## src/rtl/gate_pipe.sv

```systemverilog
// gate_pipe: two-stage pipelined bitwise AND/OR/NAND/NOR unit with a completed-transfer counter.
// Latency: a result appears on out_* one edge after its operands are captured in stage 1 (two registers deep).
// Backpressure: whole-pipeline stall; in_ready = !out_valid || out_ready. Optional macro GATE_PIPE_PARITY_EN adds out_parity.
module gate_pipe #(
    parameter int         WIDTH = 8,
    parameter logic [2:0] MODE  = 3'd0,
    parameter int         CNT_W = 16
) (
    input  logic             clk,
    input  logic             reset,
    input  logic             in_valid,
    output logic             in_ready,
    input  logic [WIDTH-1:0] in_a,
    input  logic [WIDTH-1:0] in_b,
    input  logic [1:0]       in_op,
    output logic             out_valid,
    input  logic             out_ready,
    output logic [WIDTH-1:0] out_data,
`ifdef GATE_PIPE_PARITY_EN
    output logic             out_parity,
`endif
    output logic [CNT_W-1:0] done_cnt
);

    // Fixed modes 5..7 fall back to NOR, matching the generate default branch.
    localparam bit         RUNTIME  = (MODE == 3'd4);
    localparam logic [1:0] FIXED_OP = (MODE < 3'd4) ? MODE[1:0] : 2'b11;
    localparam logic [1:0] RST_OP   = RUNTIME ? 2'b00 : FIXED_OP;

    logic             s1_valid_q, s1_valid_d;
    logic [WIDTH-1:0] s1_a_q, s1_a_d;
    logic [WIDTH-1:0] s1_b_q, s1_b_d;
    logic [1:0]       s1_op_q, s1_op_d;
    logic             out_valid_q, out_valid_d;
    logic [WIDTH-1:0] out_data_q, out_data_d;
    logic [CNT_W-1:0] done_cnt_q, done_cnt_d;
    logic [WIDTH-1:0] op_res;
    logic             advance;

    // The op selector only matters in runtime mode; fold it into a sink elsewhere.
    logic unused_op;
    assign unused_op = ^{in_op, s1_op_q};

    // Exactly one operator is elaborated for the chosen MODE.
    generate
        case (MODE)
            3'd0: begin : g_and
                assign op_res = s1_a_q & s1_b_q;
            end
            3'd1: begin : g_or
                assign op_res = s1_a_q | s1_b_q;
            end
            3'd2: begin : g_nand
                assign op_res = ~(s1_a_q & s1_b_q);
            end
            3'd4: begin : g_runtime
                always_comb begin
                    case (s1_op_q)
                        2'b00:   op_res = s1_a_q & s1_b_q;
                        2'b01:   op_res = s1_a_q | s1_b_q;
                        2'b10:   op_res = ~(s1_a_q & s1_b_q);
                        default: op_res = ~(s1_a_q | s1_b_q);
                    endcase
                end
            end
            default: begin : g_nor
                assign op_res = ~(s1_a_q | s1_b_q);
            end
        endcase
    endgenerate

    assign advance   = !out_valid_q || out_ready;
    assign in_ready  = advance;
    assign out_valid = out_valid_q;
    assign out_data  = out_data_q;
    assign done_cnt  = done_cnt_q;

    // Next-state: both stages shift together on advance, otherwise everything holds.
    always_comb begin
        s1_valid_d  = s1_valid_q;
        s1_a_d      = s1_a_q;
        s1_b_d      = s1_b_q;
        s1_op_d     = s1_op_q;
        out_valid_d = out_valid_q;
        out_data_d  = out_data_q;
        done_cnt_d  = done_cnt_q;
        if (advance) begin
            out_valid_d = s1_valid_q;
            out_data_d  = op_res;
            s1_valid_d  = in_valid;
            s1_a_d      = in_a;
            s1_b_d      = in_b;
            s1_op_d     = RUNTIME ? in_op : FIXED_OP;
        end
        if (out_valid_q && out_ready) begin
            done_cnt_d = done_cnt_q + CNT_W'(1);
        end
    end

    // Pipeline and counter registers with synchronous reset that discards in-flight data.
    always_ff @(posedge clk) begin
        if (reset) begin
            s1_valid_q  <= 1'b0;
            s1_a_q      <= '0;
            s1_b_q      <= '0;
            s1_op_q     <= RST_OP;
            out_valid_q <= 1'b0;
            out_data_q  <= '0;
            done_cnt_q  <= '0;
        end else begin
            s1_valid_q  <= s1_valid_d;
            s1_a_q      <= s1_a_d;
            s1_b_q      <= s1_b_d;
            s1_op_q     <= s1_op_d;
            out_valid_q <= out_valid_d;
            out_data_q  <= out_data_d;
            done_cnt_q  <= done_cnt_d;
        end
    end

`ifdef GATE_PIPE_PARITY_EN
    logic out_parity_q, out_parity_d;

    // Parity of the stage-2 result, loaded alongside out_data so it stays aligned on stall.
    always_comb begin
        out_parity_d = advance ? ^op_res : out_parity_q;
    end

    // Parity register.
    always_ff @(posedge clk) begin
        if (reset) begin
            out_parity_q <= 1'b0;
        end else begin
            out_parity_q <= out_parity_d;
        end
    end

    assign out_parity = out_parity_q;
`endif

endmodule

```

## config.mk

```make
export PLATFORM = sky130hd
export DESIGN_NAME = gate_pipe
export DESIGN_NICKNAME = d
export VERILOG_FILES = /design/src/rtl/gate_pipe.sv
export SDC_FILE = /design/constraint.sdc
export NUM_CORES = 1
export LEC_CHECK = 0
export BUFFER_PORTS_ARGS = -buffer_cell sky130_fd_sc_hd__buf_4
export CAP_MARGIN = 20
export CELL_PAD_IN_SITES_DETAIL_PLACEMENT = 1
export CELL_PAD_IN_SITES_GLOBAL_PLACEMENT = 1
export CORE_MARGIN = 1.5
export CORE_UTILIZATION = 36
export DETAILED_ROUTE_END_ITERATION = 10
export GPL_TIMING_DRIVEN = 1
export HOLD_SLACK_MARGIN = 0.03
export PLACE_DENSITY_LB_ADDON = 0.1
export SLEW_MARGIN = 15
export SYNTH_ARGS = -nofsm -noshare
export SYNTH_HDL_FRONTEND = slang
export SYNTH_SLANG_ARGS = --single-unit
```

## constraint.sdc

```tcl
create_clock -name clk -period 1.9 [get_ports clk]
set_input_delay 0.57 -clock clk [delete_from_list [all_inputs] [get_ports clk]]
set_output_delay 0.57 -clock clk [all_outputs]
set_load 0.05 [all_outputs]
```

==> out/qor.csv, run 1 <==
metric;value;unit
status;finished clean;
# hold bufs at CTS;0;
Port-buffer cells;45;
DP HPWL;2.854;mm
Min Hold Slack;456.3;ps
Worst-path clk slew;70;ps
mux contribution to synthesized area;0.6834;%
most used cell, CP;buf_4;
PD cells;753.3;nW/um^2
leakage;0.8453;nW
GRT Util Overall;16.71;%
slew margin rel.;78.96;%
post-synthesis simple-gate area fraction;26.50;%
main combinational cell family by area after synthesis;simple AND/OR/NAND/NOR gates;
vias in the first global route;1519;
Post-DRT Antenna Nets;0;
Layout Skew;6.077;ps
Chip Width;70.66;um
critical path fanouts, max;7;
ant diodes;0;
Worst Setup Start Kind;input pin;
Layout Nets;267;
area grow syn2layout;27.41;%
worst setup margin;93.68;ps
First DRT Iteration DRCs;58;
vias per cell;5.027;
setup repair bufs after CTS;0;
multi-input logic area;725.7;um^2
IO Pins;48;
Routed WL per cell;13.16;um
Cell Area, Synth;1648;um^2
TritonCTS buffer count;5;
Core Footprint;4384;um^2
Die H;70.66;um
crit path from;out_ready;
CTS tree;done;
Fmax;553.6;MHz
worst skew pair latency;290;ps
FF/Latch Area;842.1;um^2
post-cts sizing count;0;
GPL Wtd Cong;0.6866;
filler instances;537;
Post-Syn Instances;198;
yosys warns;0;
Yosys reg bits;42;
share of cells above drive strength 1;24.59;%
largest net degree at the start of global routing;27;
Worst Path Buf+Inv;3;
Crit Path Category;input pin to output port;
setup violators final;0;
gr ovfl total;0;
initial antenna violation count;0;
Total Power;1.581;mW
first-pass GRT wire length;6.699;mm
Die Area;4992;um^2
endpoints failing hold;0;
detailed-router iteration count before antenna repair;2;
CP required;1330;ps
worst hold-check path type;register to register;
post-synthesis cell type count;28;
pre-CTS setup slack;38.43;ps
syn_nets;221;
Final Max Slew Viols;0;
root buf cell;clkbuf_8;
Setup TNS;0;ps
CP Cell Sequence;buf_4 -> and2b_2 -> clkinv_1 -> buf_4;
total length of routed wires;3.894;mm
crit path DAT;1240;ps
Crit. End Element;output port;
post-synthesis adder-cell area fraction;0.7593;%
synthesized area per cell;8.322;um^2
post-layout instance area;2100;um^2
CTS sink count;42;
vias post-DR;1488;
Post-Synth XOR/XNOR Area;5.315;%
max cap viols;0;
sequential fraction of the synthesis area;51.03;%
max incr delay on CP;230;ps
compound-cell area share of the yosys netlist;10.78;%
critical path's top delay family;buffers and inverters;
Hold Crit Start;out_data[4];
clk buf depth;2;
minimum clock period;1806;ps
Initial Utilization;37.59;%
reg-to-reg startpoint;done_cnt[7];
Peak VDD IR;0.4557;mV
Worst-Margin Slew;312.7;ps
Row Count;24;
period utilisation layout;95.07;%
RSZ-0062 raised after global routing;no;
drc violations;0;
slowest CP cell;and2b_2;
H-tree Lvls;2;
Cell Area, Placed;2023;um^2
==> synth_stat cells <==
master | count | area, um^2
a21oi_1 | 30 | 150.1
xor2_1 | 5 | 43.79
inv_1 | 3 | 11.26
and4_2 | 1 | 10.01
or4_1 | 3 | 22.52
buf_2 | 4 | 20.02
clkbuf_8 | 2 | 27.53
clkbuf_1 | 4 | 15.01
o21ai_0 | 1 | 5.000
nand4_1 | 2 | 12.51
nor2b_1 | 1 | 6.260
nor4_1 | 4 | 25.02
and4_1 | 2 | 17.52
or3_1 | 1 | 6.260
mux2_2 | 1 | 11.26
nand3_2 | 1 | 10.01
dfxtp_1 | 42 | 840.8
and2b_2 | 1 | 8.760
o31ai_1 | 3 | 22.52
nor2_1 | 13 | 48.80
clkinv_1 | 1 | 3.750
nor3_1 | 2 | 10.01
ha_1 | 1 | 12.51
nand2_1 | 50 | 187.7
or2_0 | 1 | 6.260
buf_1 | 1 | 3.750
nand3_1 | 13 | 65.06
xnor2_1 | 5 | 43.79
==> metrics by stage <==
stage | cells | util (%)
after global placement | 289 | 46.15
after CTS | 296 | 47.89
final | 296 | 47.89
after global routing | 296 | 47.89
after floorplan | 198 | -
after detailed placement | 289 | 46.15
==> tightest hold or removal path, cell delays in order, from the launching register on <==
cell and delay, ps:
dfxtp_1 310, nand2_1 50, a21oi_1 50
==> cells in the final DEF, fill, tap and decap left out, drive strengths merged, types with 4 or more instances in the layout <==
master | synthesis | layout
nand2 | 50 | 50
buf | 5 | 50
dfxtp | 42 | 42
a21oi | 30 | 30
nand3 | 14 | 14
nor2 | 13 | 13
clkbuf | 6 | 7
xor2 | 5 | 5
xnor2 | 5 | 5
nor4 | 4 | 4
==> per-layer routing <==
metal	wire [um]	vias up	track usage [%]
met5	0	-	0
met2	1950	33	29.87
met3	200	7	4.701
met1	1681	695	18.93
met4	62	0	6.289
li1	-	753	-
==> layout make-up <==
cell class | count | share of cell area [%]
Multi-Input combinational cell | 141 | 34.57
Clock buffer | 7 | 3.635
Tap cell | 52 | 3.099
Inverter | 4 | 0.7151
Sequential cell | 42 | 40.11
Timing Repair Buffer | 50 | 17.88
==> flip-flops by register name, summed over array words and instances (netlist names) <==
register    count
s1_valid_q      1
s1_b_q          8
out_data        8
done_cnt       16
s1_a_q          8
out_valid       1
==> kinds of logic after synthesis <==
| family | Yosys count |
|---|---|
| adder cells (fa/ha/maj) | 1 |
| buffers and inverters | 15 |
| multiplexers | 1 |
| XOR/XNOR | 10 |
| flip-flops | 42 |
| AND/OR/NAND/NOR | 95 |
| AO/OA/AOI/OAI | 34 |
==> final timing paths <==
path         cells after the start            to  slack (ps)
max                              4      in_ready          90
max reg2reg                      4  done_cnt[15]         260
min                              2   out_data[4]         460
min reg2reg                      2   out_data[4]         460
==> power by group <==
| group | internal, mW | switching [mW] |
|---|---|---|
| combinational | 0.0536 | 0.0734 |
| sequential | 0.908 | 0.0170 |
| clock | 0.253 | 0.276 |
| total | 1.21 | 0.367 |
Note: power is estimated with default switching activity, not from simulation.
==> run 2: changes to the inputs <==
Settings changed: ABC_AREA set to 1, CORE_ASPECT_RATIO set to 1.75, CORE_UTILIZATION 36 to 35, SLEW_MARGIN 15 to 20.
==> out/qor.csv, run 2 <==
metric;value;unit
mux contribution to synthesized area;0;%
Comb pwr share;9.6;%
CTS tree;done;
worst hold endpoint;out_valid;
area grow syn2layout;30.61;%
Crit. End Element;output port;
max layer used;met4;
main combinational cell family by area after synthesis;simple AND/OR/NAND/NOR gates;
GPL Wtd Cong;0.7254;
net switching power;0.4399;mW
Core Footprint;4666;um^2
Clk pwr share;38.9;%
Yosys top cell area share;49.81;%
share of cells above drive strength 1;21.83;%
Hold Path Cell Cnt;2;
Cell Area, Synth;1688;um^2
Total Power;1.818;mW
vias post-DR;1632;
DP HPWL;3.004;mm
pre-CTS setup slack;214.3;ps
synth top area cells;dfxtp_1 (50%), nor2_1 (14%), o21ai_0 (10%);
vias per cell;4.857;
most common cell after layout, fill and taps aside;nor2_1;
Min Hold Slack;441.2;ps
met2 routed wirelength;2.223;mm
Layout Nets;306;
area leader, netlist;dfxtp_1;
crit path from;out_valid;
Crit Path Category;register to output port;
WL met3;149;um
post-synthesis adder-cell area fraction;0.7413;%
worst reg-to-reg setup slack;460;ps
CP required;1330;ps
number of synthesized flops with an enable pin;0;
Placed Cells incl. Taps;328;
Worst-Margin Slew;252.5;ps
Worst-path clk slew;80;ps
slew margin rel.;83.11;%
most frequent cell after synthesis;nor2_1;
first-pass GRT wire length;6.713;mm
Hold Crit Start;reset;
vias in the first global route;1552;
Post-Syn Instances;234;
Final Max Slew Viols;0;
compound-cell area share of the yosys netlist;16.16;%
First DRT Iteration DRCs;26;
most used cell, CP;inv_1;
Initial Utilization;36.18;%
root buf cell;clkbuf_8;
asr flop ratio synth;0;%
Port-buffer cells;45;
worst hold-check path type;input pin to register;
multi-input logic area;730.7;um^2
switching share of power;24.20;%
TritonCTS buffer count;5;
Worst R2R Path Depth;6;
setup violators final;0;
PD cells;824.7;nW/um^2
endpoints failing hold;0;
max incr delay on CP;390;ps
Cell Area, Placed;2095;um^2
max reg flops;16;
syn_nets;257;
post-cts sizing count;0;
max cap viols;0;
Fmax;576.7;MHz
leakage;1.009;nW
period utilisation layout;91.26;%
post-synthesis cell type count;20;
IO Pins;48;
Post-DRT Antenna Nets;0;
minimum clock period;1734;ps
RSZ-0062 raised after global routing;no;
post-route insts no fill;336;
commonest non-fill, non-tap cells in the layout;nor2_1 (63), buf_4 (50), dfxtp_1 (42);
Die Area;5265;um^2
Peak VDD IR;0.7361;mV
status;finished clean;
drc violations;0;
largest net degree at the start of global routing;27;
synthesized area per cell;7.213;um^2
yosys warns;0;
Reg-to-Reg End;done_cnt[12];
Yosys reg bits;42;
Chip Width;55.50;um
reg-to-reg startpoint;done_cnt[1];
gr ovfl total;0;
Worst Setup Start Kind;register;
clk buf depth;2;
worst setup margin;166.0;ps
Row Count;33;
Routed WL per cell;11.93;um
Setup TNS;0;ps
ant diodes;0;
Post-Synth XOR/XNOR Area;0;%
DRT met1 WL;1.587;mm
filler instances;613;
Layout Skew;3.767;ps
Die H;94.87;um
sequential fraction of the synthesis area;49.81;%
GRT Util Overall;16.14;%
Final Util;47.25;%
detailed-router iteration count before antenna repair;3;
CTS sink count;42;
setup repair bufs after CTS;0;
crit path DAT;1160;ps
post-layout instance area;2205;um^2
FF/Latch Area;840.8;um^2
Seq pwr share;51.5;%
total length of routed wires;4.008;mm
top cell types by occurrence after synthesis;nor2_1 (63), dfxtp_1 (42), o21ai_0 (34);
initial antenna violation count;0;
# hold bufs at CTS;0;
ys flop type;dfxtp_1;
post-synthesis simple-gate area fraction;26.39;%
Internal;1.378;mW
worst skew pair latency;290;ps
CP Cell Sequence;inv_1 -> nor2_4 -> inv_1 -> buf_4;
critical path fanouts, max;4;
slowest CP cell;dfxtp_1;
H-tree Lvls;2;
## run 2: cell types whose count changed after synthesis, sizes merged, moves of 4 or more
cell	previous run	this run
nor2	13	65
o21ai	1	34
nand2	50	29
inv	3	22
a21oi	30	19
nand3	14	8
xnor2	5	0
xor2	5	0
nor4	4	0
## run 2: metal layers
layer  track usage [%]  vias to the layer above
li1                  -                      847
met1             16.20                      750
met2             30.75                       31
met3             3.562                        4
met4             7.927                        0
met5                 0                        -
## run 2: kinds of logic (layout without fill, tap and decap cells)
logic type                 after synthesis  after routing
AOI/OAI and AO/OA                       54             54
and+or+nand+nor                        107            107
buffers and inverters                   30             80
adders and majority gates                1              1
DFF                                     42             42
## run 2: worst max-delay path: cells and delay by family, from the launching register on
kind / cells / cell delay, ps
and+or+nand+nor: 1 / 80
buffers and inverters: 3 / 400
DFF: 1 / 390
## run 2: power groups by stage
stage               Sequential, mW  Clock [mW]  Combinational, mW
floorplan                    0.990           0             0.0703
global placement             0.956           0              0.175
detailed placement           0.957           0              0.178
CTS                          0.937       0.736              0.179
global route                 0.941       0.762              0.194
finish                       0.936       0.707              0.175
## run 2: final cells by class
class,instances,share of cell area [%]
sequential,42,38.14
clock buffer,6,3.292
clock inverter,2,1.703
tap,52,2.951
inverter,22,3.746
timing repair buffer,50,17.03
multi-input combinational,162,33.14
## run 2: how the worst max path moves through the flow
stage	endpoint	slack, ps
finish	in_ready	170
CTS	in_ready	150
global placement	in_ready	210
global route	in_ready	80
detailed placement	in_ready	210
floorplan	in_ready	40
==> run 3: changes to the inputs <==
Settings changed: CAP_MARGIN 20 to 0, CORE_UTILIZATION 35 to 32.
Clock period 1.9 ns to 1.45 ns, I/O delays scaled along.
==> out/qor.csv, run 3 (synthesized netlist as in run 2, its figures left out) <==
metric;value;unit
# hold bufs at CTS;0;
CP required;1020;ps
First DRT Iteration DRCs;39;
Die Area;5736;um^2
Peak VDD IR;0.6729;mV
vias in the first global route;1589;
ant diodes;0;
area grow syn2layout;37.51;%
Port-buffer cells;45;
filler instances;648;
CTS sink count;42;
largest net degree at the start of global routing;28;
detailed-router iteration count before antenna repair;6;
Crit. End Element;output port;
initial antenna violation count;0;
CTS tree;done;
first-pass GRT wire length;6.913;mm
max reg flops;16;
Routed WL per cell;12.32;um
drc violations;0;
Chip Width;57.90;um
setup violators final;0;
crit path DAT;1000;ps
Worst Setup Start Kind;register;
worst skew pair latency;290;ps
Final Max Slew Viols;0;
leakage;1.052;nW
RSZ-0062 raised after global routing;yes;
total length of routed wires;4.226;mm
Worst-Margin Slew;292.7;ps
PD cells;1044;nW/um^2
root buf cell;clkbuf_8;
vias post-DR;1647;
gr ovfl total;0;
Crit Path Category;register to output port;
TritonCTS buffer count;5;
Total Power;2.423;mW
H-tree Lvls;2;
Post-DRT Antenna Nets;0;
DP HPWL;3.138;mm
Row Count;34;
Layout Nets;311;
most common cell after layout, fill and taps aside;nor2_1;
commonest non-fill, non-tap cells in the layout;nor2_1 (62), buf_4 (53), dfxtp_1 (36);
GRT Util Overall;15.56;%
status;finished clean;
share of cells above drive strength 1;28.03;%
endpoints failing hold;0;
Core Footprint;5020;um^2
period utilisation layout;99.24;%
Final Util;46.24;%
GPL Wtd Cong;0.7666;
Fmax;695.0;MHz
worst hold-check path type;input pin to register;
vias per cell;4.802;
clk buf depth;2;
Worst-path clk slew;80;ps
minimum clock period;1439;ps
critical path fanouts, max;3;
IO Pins;48;
Initial Utilization;33.62;%
slew margin rel.;80.42;%
Layout Skew;8.785;ps
Die H;99.08;um
max cap viols;0;
run 3: changes by cell type in the layout (fill, tap and decap cells not counted), sizes merged:
cell      change
buf           +5
clkbuf        +1
clkinvlp      -1
run 3: report_power, final:
group / total [mW] / internal, mW / switching [mW] / leakage, nW
Clock: 0.952 / 0.562 / 0.390 / 0.0585
Sequential: 1.22 / 1.20 / 0.0251 / 0.348
Combinational: 0.247 / 0.103 / 0.144 / 0.646
run 3: what timing repair did:
| item | CTS | global route |
|---|---|---|
| buffers inserted | 0 | 1 |
| pin swaps | 0 | 3 |
| setup endpoints to repair | 1 | 5 |
| gates resized for setup | 4 | 9 |
run 3: per-stage QoR:
| stage | TNS (ps) | hold slack, ps | instances | worst slack, ps | instance area (um^2) |
|---|---|---|---|---|---|
| 2_1_floorplan | 0 | 419.6 | 234 | 12.03 | 1698 |
| 3_3_place_gp | 0 | 438.4 | 334 | 53.35 | 2150 |
| 3_5_place_dp | 0 | 447.7 | 334 | 63.13 | 2150 |
| 4_1_cts | 0 | 296.0 | 342 | 1.852 | 2273 |
| 5_1_grt | -71.49 | 290.6 | 343 | -48.31 | 2321 |
| 6_report | 0 | 301.7 | 343 | 11.07 | 2321 |
run 3: routing by layer:
metal	global-route usage, %	wire length (um)	up-vias
li1	-	-	850
met1	16.19	1689	763
met4	5.903	69	0
met3	2.756	103	5
met5	0	0	-
met2	29.55	2364	29
run 3: final timing paths:
kind | cells after the start | start | end | slack (ps)
max | 4 | out_valid | in_ready | 10
min | 2 | reset | out_valid | 300
max reg2reg | 6 | done_cnt[1] | done_cnt[6] | 90
min reg2reg | 1 | done_cnt[3] | done_cnt[3] | 450
run 3: final cells by class:
class | count | area (um^2) | area share [%]
sequential | 42 | 853.3 | 36.77
multi-input combinational | 162 | 765.7 | 32.99
timing repair buffer | 55 | 432.9 | 18.65
clock buffer | 7 | 86.33 | 3.720
inverter | 22 | 85.08 | 3.666
tap | 54 | 67.56 | 2.911
clock inverter | 1 | 30.03 | 1.294
run 3: critical path: stages (launching register included):
cell,delay [ps]
dfxtp_4,350
inv_2,40
nor2_4,120
inv_4,60
buf_8,140
